$ cat src/rtl/npu_pkg.sv
// Shared types and constants for the NPU dot-product sequencer.
package npu_pkg;

    typedef enum logic [1:0] {
        IDLE  = 2'd0,
        ISSUE = 2'd1,
        DRAIN = 2'd2,
        DONE  = 2'd3
    } npu_state_e;

    localparam int unsigned RD_LAT     = 1;
    localparam int unsigned DSP_LAT    = 2;
    localparam int unsigned DSP_OUT_W  = 37;
    localparam int unsigned OPND_W     = 18;
    localparam int unsigned PAIR_W     = 2 * OPND_W;
    localparam int unsigned PIPE_DEPTH = RD_LAT + DSP_LAT;
    localparam int unsigned ACC_MAX_W  = 64;

    // One buffer word: element 2k in the low lane, element 2k+1 in the high lane.
    typedef struct packed {
        logic [OPND_W-1:0] hi;
        logic [OPND_W-1:0] lo;
    } opnd_pair_t;

    // Sign-extend a DSP result to the widest supported accumulator; callers narrow to ACC_W.
    function automatic logic [ACC_MAX_W-1:0] sext_dsp(input logic [DSP_OUT_W-1:0] x);
        return {{(ACC_MAX_W - DSP_OUT_W){x[DSP_OUT_W-1]}}, x};
    endfunction

endpackage

$ cat src/rtl/npu_valid_pipe.sv
// Tracks which cycles carry live read data / DSP results, plus the odd-length upper-lane mask.
module npu_valid_pipe #(
    parameter int unsigned DEPTH = 3
) (
    input  logic             clk,
    input  logic             reset_n,
    input  logic             in_valid,
    input  logic             in_mask,
    output logic [DEPTH-1:0] valid,
    output logic             head_mask
);

    // Stage 0 is the read-data cycle; the mask is only consumed there.
    always_ff @(posedge clk or negedge reset_n) begin
        if (!reset_n) begin
            valid     <= '0;
            head_mask <= 1'b0;
        end else begin
            valid     <= DEPTH'({valid, in_valid});
            head_mask <= in_valid & in_mask;
        end
    end

endmodule

$ cat src/rtl/npu_dot_seq.sv
// Streams a signed 18-bit dot product through one dual-lane multiply-add DSP and
// returns the accumulated result over a valid/ready handshake.
module npu_dot_seq
    import npu_pkg::*;
#(
    parameter int unsigned ADDR_W = 5,
    parameter int unsigned ACC_W  = 48   // 37..64
) (
    input  logic                 clk,
    input  logic                 reset_n,
    input  logic                 start,
    input  logic [ADDR_W+1:0]    len,
    output logic                 busy,
    output logic                 a_rd_en,
    output logic [ADDR_W-1:0]    a_rd_addr,
    input  logic [PAIR_W-1:0]    a_rd_data,
    output logic                 b_rd_en,
    output logic [ADDR_W-1:0]    b_rd_addr,
    input  logic [PAIR_W-1:0]    b_rd_data,
    output logic [OPND_W-1:0]    dsp_a0,
    output logic [OPND_W-1:0]    dsp_b0,
    output logic [OPND_W-1:0]    dsp_a1,
    output logic [OPND_W-1:0]    dsp_b1,
    output logic                 dsp_ce,
    output logic                 dsp_reset,
    input  logic [DSP_OUT_W-1:0] dsp_dout,
    output logic [ACC_W-1:0]     res_data,
    output logic                 res_valid,
    input  logic                 res_ready
);

    localparam int unsigned LEN_W = ADDR_W + 2;

    npu_state_e             state;
    logic                   busy_q;
    logic                   rd_en_q;
    logic [ADDR_W-1:0]      rd_addr_q;
    logic [ADDR_W-1:0]      last_addr_q;
    logic                   n_odd_q;
    logic [ACC_W-1:0]       acc_q;

    logic [LEN_W-1:0]       pairs_c;
    logic [ADDR_W-1:0]      last_addr_c;
    logic                   odd_issue_c;
    logic [ACC_W-1:0]       acc_next_c;
    logic                   drain_done_c;
    logic [PIPE_DEPTH-1:0]  pipe_valid;
    logic                   head_mask;
    opnd_pair_t             a_pair;
    opnd_pair_t             b_pair;

    assign busy      = busy_q;
    assign dsp_ce    = busy_q;
    assign a_rd_en   = rd_en_q;
    assign b_rd_en   = rd_en_q;
    assign a_rd_addr = rd_addr_q;
    assign b_rd_addr = rd_addr_q;
    assign a_pair    = a_rd_data;
    assign b_pair    = b_rd_data;

    // Last pair address is ceil(N/2)-1; only meaningful for N > 0.
    assign pairs_c     = LEN_W'((len + LEN_W'(1)) >> 1);
    assign last_addr_c = ADDR_W'(pairs_c - LEN_W'(1));

    assign odd_issue_c  = rd_en_q & n_odd_q & (rd_addr_q == last_addr_q);
    assign drain_done_c = (pipe_valid[PIPE_DEPTH-2:0] == '0);

    npu_valid_pipe #(
        .DEPTH (PIPE_DEPTH)
    ) u_valid_pipe (
        .clk       (clk),
        .reset_n   (reset_n),
        .in_valid  (rd_en_q),
        .in_mask   (odd_issue_c),
        .valid     (pipe_valid),
        .head_mask (head_mask)
    );

    // Operands pass straight from the buffers to the DSP input register; idle cycles feed zeros.
    always_comb begin
        dsp_a0 = '0;
        dsp_b0 = '0;
        dsp_a1 = '0;
        dsp_b1 = '0;
        if (pipe_valid[0]) begin
            dsp_a0 = a_pair.lo;
            dsp_b0 = b_pair.lo;
            if (!head_mask) begin
                dsp_a1 = a_pair.hi;
                dsp_b1 = b_pair.hi;
            end
        end
    end

    // Accumulator input: the DSP output is only live in the last pipe stage.
    always_comb begin
        acc_next_c = acc_q;
        if (pipe_valid[PIPE_DEPTH-1]) begin
            acc_next_c = acc_q + ACC_W'(sext_dsp(dsp_dout));
        end
    end

    always_ff @(posedge clk or negedge reset_n) begin
        if (!reset_n) begin
            state       <= IDLE;
            busy_q      <= 1'b0;
            rd_en_q     <= 1'b0;
            rd_addr_q   <= '0;
            last_addr_q <= '0;
            n_odd_q     <= 1'b0;
            acc_q       <= '0;
            res_data    <= '0;
            res_valid   <= 1'b0;
            dsp_reset   <= 1'b1;
        end else begin
            dsp_reset <= 1'b0;
            acc_q     <= acc_next_c;
            case (state)
                IDLE: begin
                    if (start) begin
                        busy_q <= 1'b1;
                        if (len == '0) begin
                            res_data  <= '0;
                            res_valid <= 1'b1;
                            state     <= DONE;
                        end else begin
                            last_addr_q <= last_addr_c;
                            n_odd_q     <= len[0];
                            acc_q       <= '0;
                            rd_en_q     <= 1'b1;
                            rd_addr_q   <= '0;
                            state       <= ISSUE;
                        end
                    end
                end
                ISSUE: begin
                    if (rd_addr_q == last_addr_q) begin
                        rd_en_q   <= 1'b0;
                        rd_addr_q <= '0;
                        state     <= DRAIN;
                    end else begin
                        rd_addr_q <= rd_addr_q + ADDR_W'(1);
                    end
                end
                DRAIN: begin
                    // Final DSP result is added in the same edge that publishes the sum.
                    if (drain_done_c) begin
                        res_data  <= acc_next_c;
                        res_valid <= 1'b1;
                        state     <= DONE;
                    end
                end
                DONE: begin
                    if (res_ready) begin
                        res_valid <= 1'b0;
                        busy_q    <= 1'b0;
                        state     <= IDLE;
                    end
                end
                default: begin
                    state <= IDLE;
                end
            endcase
        end
    end

endmodule

$ cat config.mk
export PLATFORM = sky130hd
export DESIGN_NAME = npu_dot_seq
export DESIGN_NICKNAME = d
export VERILOG_FILES = /design/src/rtl/npu_pkg.sv /design/src/rtl/npu_valid_pipe.sv /design/src/rtl/npu_dot_seq.sv
export SDC_FILE = /design/constraint.sdc
export NUM_CORES = 1
export LEC_CHECK = 0
export ABC_AREA = 1
export BUFFER_PORTS_ARGS = -buffer_cell sky130_fd_sc_hd__buf_4
export CAP_MARGIN = 40
export CORE_MARGIN = 2
export CORE_UTILIZATION = 55
export DETAILED_ROUTE_END_ITERATION = 12
export PLACE_DENSITY = 0.82
export SYNTH_ARGS = -nofsm -noshare
export SYNTH_HDL_FRONTEND = slang
export SYNTH_HIERARCHICAL = 1
export SYNTH_SLANG_ARGS = --single-unit
$ cat constraint.sdc
create_clock -name clk -period 2.7 [get_ports clk]
set_input_delay 0.54 -clock clk [delete_from_list [all_inputs] [get_ports clk]]
set_output_delay 0.54 -clock clk [all_outputs]
set_load 0.02 [all_outputs]
==> impl_metrics.json, run 1 <==
{
  "dpl.hpwl_mm": 28.0,
  "powerDensity_nw_per_um2": 1220,
  "cts_resized": 0,
  "required_ns": 2.98,
  "final_max_slew_viol_count": 0,
  "grt_pass1_wl_mm": 53.8,
  "num_rows": 49,
  "drtPass1Iterations": 5,
  "gp_congestion": 0.992,
  "grt_antenna_before_repair": 0,
  "switching_share_pct": 52.6,
  "crit_type": "register to register",
  "synth_ff_type": "dfrtp_1",
  "avgViaCountPerCell": 5.11,
  "vias": 10740,
  "clk_path_buf_depth": 2,
  "clk_latency_ns": 0.43,
  "globalRouteTotalUtil_pct": 36.0,
  "max_freq_mhz": 420,
  "r2r_cells": 12,
  "drc": 0,
  "dp_slack_ns": 0.134,
  "ys_seq_elements": 117,
  "placed_cells": 2068,
  "finalSetupViolCount": 0,
  "status": "complete, no violations",
  "hold_viol": 0,
  "rsz0062_at_grt": "false",
  "fin_skew_ns": 0.0104,
  "tightest_slew_ns": 0.632,
  "nets": 2035,
  "register_area_sq_um": 2930,
  "combPwrFrac_pct": 65.7,
  "synth_edf_count": 0,
  "p_leak_nw": 7.71,
  "dr_wl_met3_mm": 2.96,
  "critPathArrivalTime_ns": 2.67,
  "timing.final.crit_share_pct": 88.2,
  "cts_made_buffers": 17,
  "post_cts_buffers": 0,
  "cp-end-kind": "register",
  "max-cap-violations": 0,
  "path_clk_slew_ns": 0.06,
  "placed_area_sq_um": 12100,
  "wl_per_cell_microns": 16.4,
  "yosysUniqueCellTypes": 38,
  "clock-sinks": 117,
  "synth.avg_cell_area_sq_um": 6.19,
  "finalWorstSetupSlack_ns": 0.318,
  "initialDrtViolationCount": 944,
  "yosys_warnings": 6,
  "grt_pass1_vias": 10237,
  "slew_headroom_pct": 57.9,
  "min_period_ns": 2.38,
  "die_y_microns": 138,
  "wl_met1_mm": 14.1,
  "drive_gt1_share_pct": 22.4,
  "tns_ns": 0,
  "placeableCoreArea_sq_um": 17800,
  "power_switching_w": 0.00815,
  "grt_max_degree": 48,
  "multi_input_area_sq_um": 5560,
  "hold_path_class": "primary input to asynchronous set/reset pin",
  "fin_hold_ws_ns": 0.0485,
  "start_util_pct": 55.7,
  "syn-num-nets": 1783,
  "root_buffer": "clkbuf_16",
  "syn_to_final_growth_pct": 27.8,
  "wl_met2_mm": 15.9,
  "crit_fanout": 4,
  "p_int_w": 0.00735,
  "final_cells": 2100,
  "cts_tree": "yes",
  "htree_levels": 4,
  "hold_buffers": 0,
  "ant_nets": 0,
  "ios": 256,
  "wirelength_mm": 34.4,
  "globalRouteOverflowTotal": 0,
  "nFillCells": 1550,
  "antennaDiodeCount": 0,
  "die_area_sq_um": 19200,
  "p_clk_share_pct": 14.6,
  "ir_drop_mv": 0.688,
  "top_layer": "met4",
  "synthArstFlopShare_pct": 100,
  "yosysSeqAreaShare_pct": 29.5,
  "port_buffers": 255,
  "dieWidth_microns": 138,
  "power_frac_seq_pct": 19.7,
  "final_area_sq_um": 12700,
  "start_kind": "register",
  "syn-cell-area_sq_um": 9930,
  "synthCells": 1606
}
[cells in the mapped netlist (12+ instances only)]
cell | n | area share, %
nor2_2 | 25 | 1.6
o21ai_0 | 32 | 1.6
ha_1 | 56 | 7.1
or2_2 | 31 | 2.0
inv_1 | 319 | 12
a21oi_1 | 36 | 1.8
inv_2 | 12 | 0.45
dfrtp_1 | 116 | 29
nor2_1 | 144 | 5.4
o21ai_1 | 26 | 1.3
clkbuf_1 | 22 | 0.83
nand4_1 | 16 | 1.0
nand2_1 | 558 | 21
xnor2_1 | 18 | 1.6
nand3_1 | 91 | 4.6
nand2_2 | 23 | 1.4
xor2_1 | 12 | 1.1
[worst max-delay path, stage by stage, from the launching register on]
cell     delay (ns)
dfrtp_1        0.39
ha_1           0.24
fa_1           0.39
nand3_1        0.08
nand3_1        0.15
nand2_1        0.09
nand2_1        0.12
nand3_1        0.10
nand2_1        0.08
xnor2_1        0.28
nand2_1        0.12
o21ai_0        0.11
nor2_1         0.07
[per-layer routing]
metal,vias up,global-route usage [%]
met5,-,0
li1,5319,-
met1,4864,46.3
met3,87,7.34
met2,470,59.4
met4,0,15.2
[power groups by stage]
stage	clock network, W	registers, W	logic [W]
after detailed placement	0	0.00305	0.0100
after floorplan	0	0.00316	0.00661
after CTS	0.00226	0.00304	0.0101
after global placement	0	0.00304	0.00975
final	0.00226	0.00306	0.0102
after global routing	0.00234	0.00314	0.0112
[layout by cell type, fill, tap and decap left out, types with 5 or more instances in the layout]
cell type / instances
nand3_1: 91
nor3_1: 6
clkbuf_16: 17
or2_2: 31
a21oi_1: 36
nor2_1: 144
dfrtp_1: 115
o21bai_1: 5
inv_2: 12
nor2_2: 25
xor2_1: 12
inv_1: 319
o21ai_1: 26
nand3_2: 10
nand2_2: 23
nand2_1: 558
xnor2_1: 18
buf_4: 268
ha_1: 56
nor2_4: 9
o21ai_0: 32
inv_6: 5
nand4_1: 16
[final timing paths]
check / startpoint / end / slack, ns
max: acc_q[0] / acc_q[16] / 0.32
min: reset_n / last_addr_q[0] / 0.05
max reg2reg: acc_q[0] / acc_q[16] / 0.32
min reg2reg: u_valid_pipe/valid[1] / u_valid_pipe/valid[2] / 0.38
max in group asynchronous: reset_n / dsp_reset / 2.01
min in group clk: u_valid_pipe/valid[1] / u_valid_pipe/valid[2] / 0.38
[area by class of cell]
type | instances | area share [%]
Multi-Input combinational cell | 1117 | 43.8
Timing Repair Buffer | 272 | 16.5
Sequential cell | 117 | 23.1
Clock inverter | 14 | 1.12
Tap cell | 229 | 2.26
Inverter | 333 | 9.85
Clock buffer | 18 | 3.38
[stage by stage]
step	power (W)	util (%)
after floorplan	0.00977	-
after CTS	0.0154	71.2
final	0.0155	71.2
after global routing	0.0167	71.2
after global placement	0.0128	67.8
after detailed placement	0.0131	68.0
[registers in the layout, summed over array words and instances, names as in the netlist]
| name | cells |
|---|---|
| a_rd_addr | 5 |
| u_valid_pipe/head_mask | 1 |
| res_valid | 1 |
| a_rd_en | 1 |
| acc_q | 48 |
| dsp_reset | 1 |
| state | 2 |
| u_valid_pipe/valid | 3 |
| busy | 1 |
| res_data | 48 |
| last_addr_q | 5 |
| n_odd_q | 1 |
[logic make-up (layout without fill, tap and decap cells)]
kind of cell / count (synthesis) / count (layout) / share of synthesized area [%]
mux: 4 / 4 / 0.403
other cells: 1 / 1 / 0.0377
simple gates: 919 / 919 / 39.9
xor+xnor: 30 / 30 / 2.64
compound gates: 106 / 106 / 5.68
buf+inv: 372 / 637 / 14.6
flops: 117 / 117 / 29.5
fa+ha+maj: 57 / 57 / 7.25
Power figures use the tool's default switching activity.
==> run 2: changes to the inputs <==
--- a/config.mk
+++ b/config.mk
@@ -8,10 +8,12 @@
 export ABC_AREA = 1
 export BUFFER_PORTS_ARGS = -buffer_cell sky130_fd_sc_hd__buf_4
 export CAP_MARGIN = 40
+export CELL_PAD_IN_SITES_DETAIL_PLACEMENT = 1
+export CELL_PAD_IN_SITES_GLOBAL_PLACEMENT = 2
 export CORE_MARGIN = 2
-export CORE_UTILIZATION = 55
+export CORE_UTILIZATION = 28
 export DETAILED_ROUTE_END_ITERATION = 12
-export PLACE_DENSITY = 0.82
+export PLACE_DENSITY_LB_ADDON = 0.1
 export SYNTH_ARGS = -nofsm -noshare
 export SYNTH_HDL_FRONTEND = slang
 export SYNTH_HIERARCHICAL = 1
==> run 2 against run 1 <==
Against the previous run:
- sequential cell count unchanged
- die area increased by 93%
- sequential share of layout area decreased by 0.82 points
- non-clock buffer count increased by 24
- first-iteration DRC count decreased by 57%
- fmax decreased by 3.1%
- hold slack got worse by 0.038 ns
- power increased by 3.2%
- core utilization decreased by 33 points
- via count decreased by 1.1%
==> impl_metrics.json, run 2 (synthesis results as in run 1) <==
{
  "ir_drop_mv": 0.559,
  "grt_antenna_before_repair": 0,
  "tightest_slew_ns": 0.811,
  "p_clk_share_pct": 14.2,
  "dpl.hpwl_mm": 33.7,
  "path_depth": 10,
  "clk_path_buf_depth": 2,
  "clock-sinks": 117,
  "finalSetupViolCount": 0,
  "grt_pass1_vias": 11059,
  "num_rows": 68,
  "min_period_ns": 2.46,
  "combPwrFrac_pct": 66.4,
  "crit_fanout": 4,
  "finalWorstSetupSlack_ns": 0.243,
  "htree_levels": 4,
  "placed_cells": 2318,
  "port_buffers": 255,
  "final_max_slew_viol_count": 0,
  "globalRouteTotalUtil_pct": 22.4,
  "fin_skew_ns": 0.0112,
  "max_freq_mhz": 407,
  "drc": 0,
  "drtPass1Iterations": 5,
  "avgViaCountPerCell": 4.52,
  "die_y_microns": 192,
  "required_ns": 3.00,
  "antennaDiodeCount": 0,
  "path_clk_slew_ns": 0.06,
  "final_common_cell": "nand2_1",
  "drive_gt1_share_pct": 23.5,
  "dieWidth_microns": 192,
  "power.total_w": 0.0160,
  "syn_to_final_growth_pct": 32.5,
  "vias": 10619,
  "globalRouteOverflowTotal": 0,
  "powerDensity_nw_per_um2": 1210,
  "cp_common_cell": "nand3_1",
  "root_buffer": "clkbuf_16",
  "timing.final.crit_share_pct": 91.0,
  "cp_slowest_stage_delay_ns": 0.43,
  "ant_nets": 0,
  "final_cells": 2350,
  "cts_made_buffers": 17,
  "p_leak_nw": 7.82,
  "cts_tree": "yes",
  "slew_headroom_pct": 45.9,
  "max-cap-violations": 0,
  "path_delay_family": "simple AND/OR/NAND/NOR gates",
  "start_kind": "register",
  "grt_max_degree": 56,
  "ios": 256,
  "layout_common_cells": "nand2_1, inv_1, buf_4",
  "path_cells": "ha_1 > fa_1 > nand3_1 > nand3_1 > nand3_1 > nand3_1 > xnor2_1 > nand2_1 > o21ai_0 > o21ai_1",
  "initialDrtViolationCount": 407,
  "p_int_w": 0.00759,
  "path_buf_inv": 0,
  "placeableCoreArea_sq_um": 34700,
  "critPathArrivalTime_ns": 2.76,
  "hold_viol": 0,
  "switching_share_pct": 52.6,
  "rsz0062_at_grt": "false",
  "power_switching_w": 0.00840,
  "cp_slowest_cell": "fa_1",
  "cp-end-kind": "register",
  "wirelength_mm": 40.6,
  "reg_top3": "acc_q x48, res_data x48",
  "fin_util_pct": 37.9,
  "die_area_sq_um": 37000,
  "hold_path_class": "primary input to asynchronous set/reset pin",
  "start_util_pct": 28.6,
  "crit_type": "register to register",
  "clk_latency_ns": 0.44,
  "nets": 2059,
  "hold_buffers": 0,
  "grt_pass1_wl_mm": 62.1,
  "r2r_cells": 10,
  "power_frac_seq_pct": 19.4,
  "wl_per_cell_microns": 17.3,
  "status": "complete, no violations",
  "dp_slack_ns": -0.0704,
  "gp_congestion": 0.872
}
==> run 2: cell count changes in the layout (fill, tap and decap cells not counted), sizes merged <==
cell,change
buf,+24
clkinvlp,+3
inv,-3
==> run 2: path summary, 6_finish.rpt <==
kind	from	to	slack (ns)
worst min-delay path	reset_n	res_data[3]	0.01
worst max-delay path	acc_q[0]	res_data[12]	0.24
worst min register to register	u_valid_pipe/valid[1]	u_valid_pipe/valid[2]	0.37
min in group clk	u_valid_pipe/valid[1]	u_valid_pipe/valid[2]	0.37
max in group asynchronous	reset_n	acc_q[20]	1.97
worst max register to register	acc_q[0]	res_data[12]	0.24
==> run 2: repair_timing <==
action,4_1_cts,5_1_grt
setup buffers,0,0
endpoints found under the setup margin,0,2
resized for setup,0,1
==> run 2: cell type report <==
type                            count  area (sq um)
Tap cell                          455           569
Inverter                          333          1250
Clock inverter                     14           126
Fill cell                        4540         21500
Timing Repair Buffer              296          2290
Multi-Input combinational cell   1117          5560
Sequential cell                   117          2930
Clock buffer                       18           439
==> run 2: per-layer routing <==
metal / part of all wire (%) / GRT usage [%]
met5: 0 / 0
met4: 1.5 / 5.43
met3: 5.8 / 4.75
met2: 46 / 36.7
met1: 46 / 29.9
==> run 2: through the flow <==
step                setup TNS (ns)  cell area, sq um  hold slack, ns
detailed placement          -0.197             12600           0.368
floorplan                        0              9930           0.244
finish                           0             13200          0.0108
global placement            -0.117             12600           0.360
CTS                              0             13200         0.00368
global route                     0             13200          0.0263
==> run 2: power groups by stage <==
stage | registers [W] | clock network [W] | logic (W)
2_1_floorplan | 0.00316 | 0 | 0.00661
3_3_place_gp | 0.00312 | 0 | 0.0105
3_5_place_dp | 0.00313 | 0 | 0.0107
4_1_cts | 0.00311 | 0.00234 | 0.0108
5_1_grt | 0.00320 | 0.00241 | 0.0119
6_report | 0.00311 | 0.00227 | 0.0106
==> run 2: worst reg2reg max path: stages (launching register included) <==
cell and delay [ns]:
dfrtp_1 0.38, ha_1 0.23, fa_1 0.43, nand3_1 0.10
nand3_1 0.20, nand3_1 0.14, nand3_1 0.17, xnor2_1 0.36
nand2_1 0.09, o21ai_0 0.12, o21ai_1 0.09
==> run 3: changes to the inputs <==
--- a/config.mk
+++ b/config.mk
@@ -12,6 +12,7 @@
 export CELL_PAD_IN_SITES_GLOBAL_PLACEMENT = 2
 export CORE_MARGIN = 2
 export CORE_UTILIZATION = 28
+export CTS_BUF_LIST = sky130_fd_sc_hd__clkbuf_16
 export DETAILED_ROUTE_END_ITERATION = 12
 export PLACE_DENSITY_LB_ADDON = 0.1
 export SYNTH_ARGS = -nofsm -noshare
==> constraint.sdc (replaced) <==
create_clock -name clk -period 2.6 [get_ports clk]
set_input_delay 0.52 -clock clk [delete_from_list [all_inputs] [get_ports clk]]
set_output_delay 0.52 -clock clk [all_outputs]
set_load 0.02 [all_outputs]
==> run 3 against run 2 <==
Against the previous run:
- first-iteration DRC count up 11%
- power up 4.9%
- non-clock buffer count up 20
- clock power up 6%
- clock skew up 0.0020 ns
- design area up 1.4%
- core utilization up 0.52 points
- sequential share of layout area down 0.30 points
==> impl_metrics.json, run 3 (synthesis results as in run 1) <==
{
  "hold_path_class": "primary input to asynchronous set/reset pin",
  "final_max_slew_viol_count": 0,
  "path_clk_slew_ns": 0.06,
  "globalRouteOverflowTotal": 0,
  "powerDensity_nw_per_um2": 1260,
  "finalSetupViolCount": 0,
  "layout_common_cells": "nand2_1, inv_1, buf_4",
  "tns_ns": 0,
  "wirelength_mm": 39.8,
  "drc": 0,
  "start_util_pct": 28.6,
  "vias": 10600,
  "grt_antenna_before_repair": 1,
  "p_clk_share_pct": 14.4,
  "hold_buffers": 0,
  "p_leak_nw": 7.93,
  "cts_made_buffers": 17,
  "drive_gt1_share_pct": 24.3,
  "grt_pass1_vias": 11253,
  "ant_nets": 0,
  "post_cts_buffers": 0,
  "clk_latency_ns": 0.44,
  "power.total_w": 0.0168,
  "crit_type": "register to register",
  "reg_top3": "acc_q x48, res_data x48",
  "clock-sinks": 117,
  "slew_headroom_pct": 60.5,
  "critPathArrivalTime_ns": 2.74,
  "die_y_microns": 192,
  "clk_path_buf_depth": 2,
  "max-cap-violations": 0,
  "cp_common_cell": "nand3_1",
  "globalRouteTotalUtil_pct": 22.1,
  "htree_levels": 4,
  "port_buffers": 255,
  "tightest_slew_ns": 0.591,
  "cts_tree": "yes",
  "required_ns": 2.92,
  "dieWidth_microns": 192,
  "max_freq_mhz": 414,
  "power_switching_w": 0.00865,
  "crit_fanout": 4,
  "grt_pass1_wl_mm": 61.8,
  "num_rows": 68,
  "initialDrtViolationCount": 452,
  "rsz0062_at_grt": "false",
  "path_cells": "ha_1 > nand2_2 > nor2_2 > nand2_2 > nor3_1 > nand2_1 > nand3_1 > nand3_1 > nand3_1 > nand2_1",
  "fin_skew_ns": 0.0132,
  "die_area_sq_um": 37000,
  "dpl.hpwl_mm": 33.2,
  "syn_to_final_growth_pct": 34.3,
  "combPwrFrac_pct": 66.6,
  "fin_hold_ws_ns": 0.0214,
  "final_common_cell": "nand2_1",
  "avgViaCountPerCell": 4.47,
  "timing.final.crit_share_pct": 92.9,
  "p_int_w": 0.00813,
  "cp_slowest_stage_delay_ns": 0.44,
  "cp_slowest_cell": "ha_1",
  "grt_max_degree": 48,
  "nets": 2079,
  "root_buffer": "clkbuf_16",
  "power_frac_seq_pct": 19.1,
  "start_kind": "register",
  "switching_share_pct": 51.6,
  "cp-end-kind": "register",
  "min_period_ns": 2.42,
  "ios": 256,
  "hold_viol": 0,
  "placeableCoreArea_sq_um": 34700,
  "gp_congestion": 0.858,
  "ir_drop_mv": 0.620,
  "wl_per_cell_microns": 16.8,
  "status": "complete, no violations",
  "drtPass1Iterations": 5,
  "antennaDiodeCount": 0
}
==> run 3: path summary, 6_finish.rpt <==
path / startpoint / endpoint / slack [ns] / depth (start not counted)
worst max register to register: acc_q[24] / res_data[38] / 0.18 / 10
max in group asynchronous: reset_n / acc_q[39] / 1.96 / 2
worst min-delay path: reset_n / res_data[3] / 0.02 / 1
worst max-delay path: acc_q[24] / res_data[38] / 0.18 / 10
worst min register to register: u_valid_pipe/valid[1] / u_valid_pipe/valid[2] / 0.38 / 0
min in group clk: u_valid_pipe/valid[1] / u_valid_pipe/valid[2] / 0.38 / 0
==> run 3: area by class of cell <==
cell class	count	area, sq um
Multi-Input combinational cell	1117	5570
Clock inverter	15	154
Sequential cell	117	2930
Clock buffer	17	425
Tap cell	455	569
Inverter	333	1250
Timing Repair Buffer	316	2450
Fill cell	4579	21400
==> run 3: through the flow <==
stage / cells / setup slack [ns] / util, % / area, sq um
CTS: 2370 / 0.154 / 38.4 / 13300
global placement: 2338 / -0.102 / 36.8 / 12800
finish: 2370 / 0.183 / 38.4 / 13300
floorplan: 1606 / 0.414 / - / 9930
global route: 2370 / 0.0143 / 38.4 / 13300
detailed placement: 2338 / -0.0932 / 36.8 / 12800
==> run 3: layer usage <==
metal  wire length, microns  up-vias  GRT usage [%]
met2                  18200      179           36.0
met5                      0        -              0
li1                       -     5404              -
met1                  18600     4988           29.5
met4                    721        0           5.84
met3                   2180       29           4.78
==> run 3: timing repair <==
item,4_1_cts,5_1_grt
gates resized for setup,0,2
hold endpoints to repair,0,0
setup endpoints to repair,0,4
==> run 3: power by group through the flow <==
stage	clock network [W]	logic [W]	registers (W)
finish	0.00241	0.0112	0.00320
CTS	0.00246	0.0114	0.00321
global placement	0	0.0111	0.00322
floorplan	0	0.00686	0.00328
detailed placement	0	0.0113	0.00323
global route	0.00253	0.0126	0.00331
==> run 3: critical path, delay by kind of cell (launching register included) <==
| kind | cells | cell delay (ns) |
|---|---|---|
| DFF | 1 | 0.43 |
| adders and majority gates | 1 | 0.44 |
| and+or+nand+nor | 9 | 1.43 |
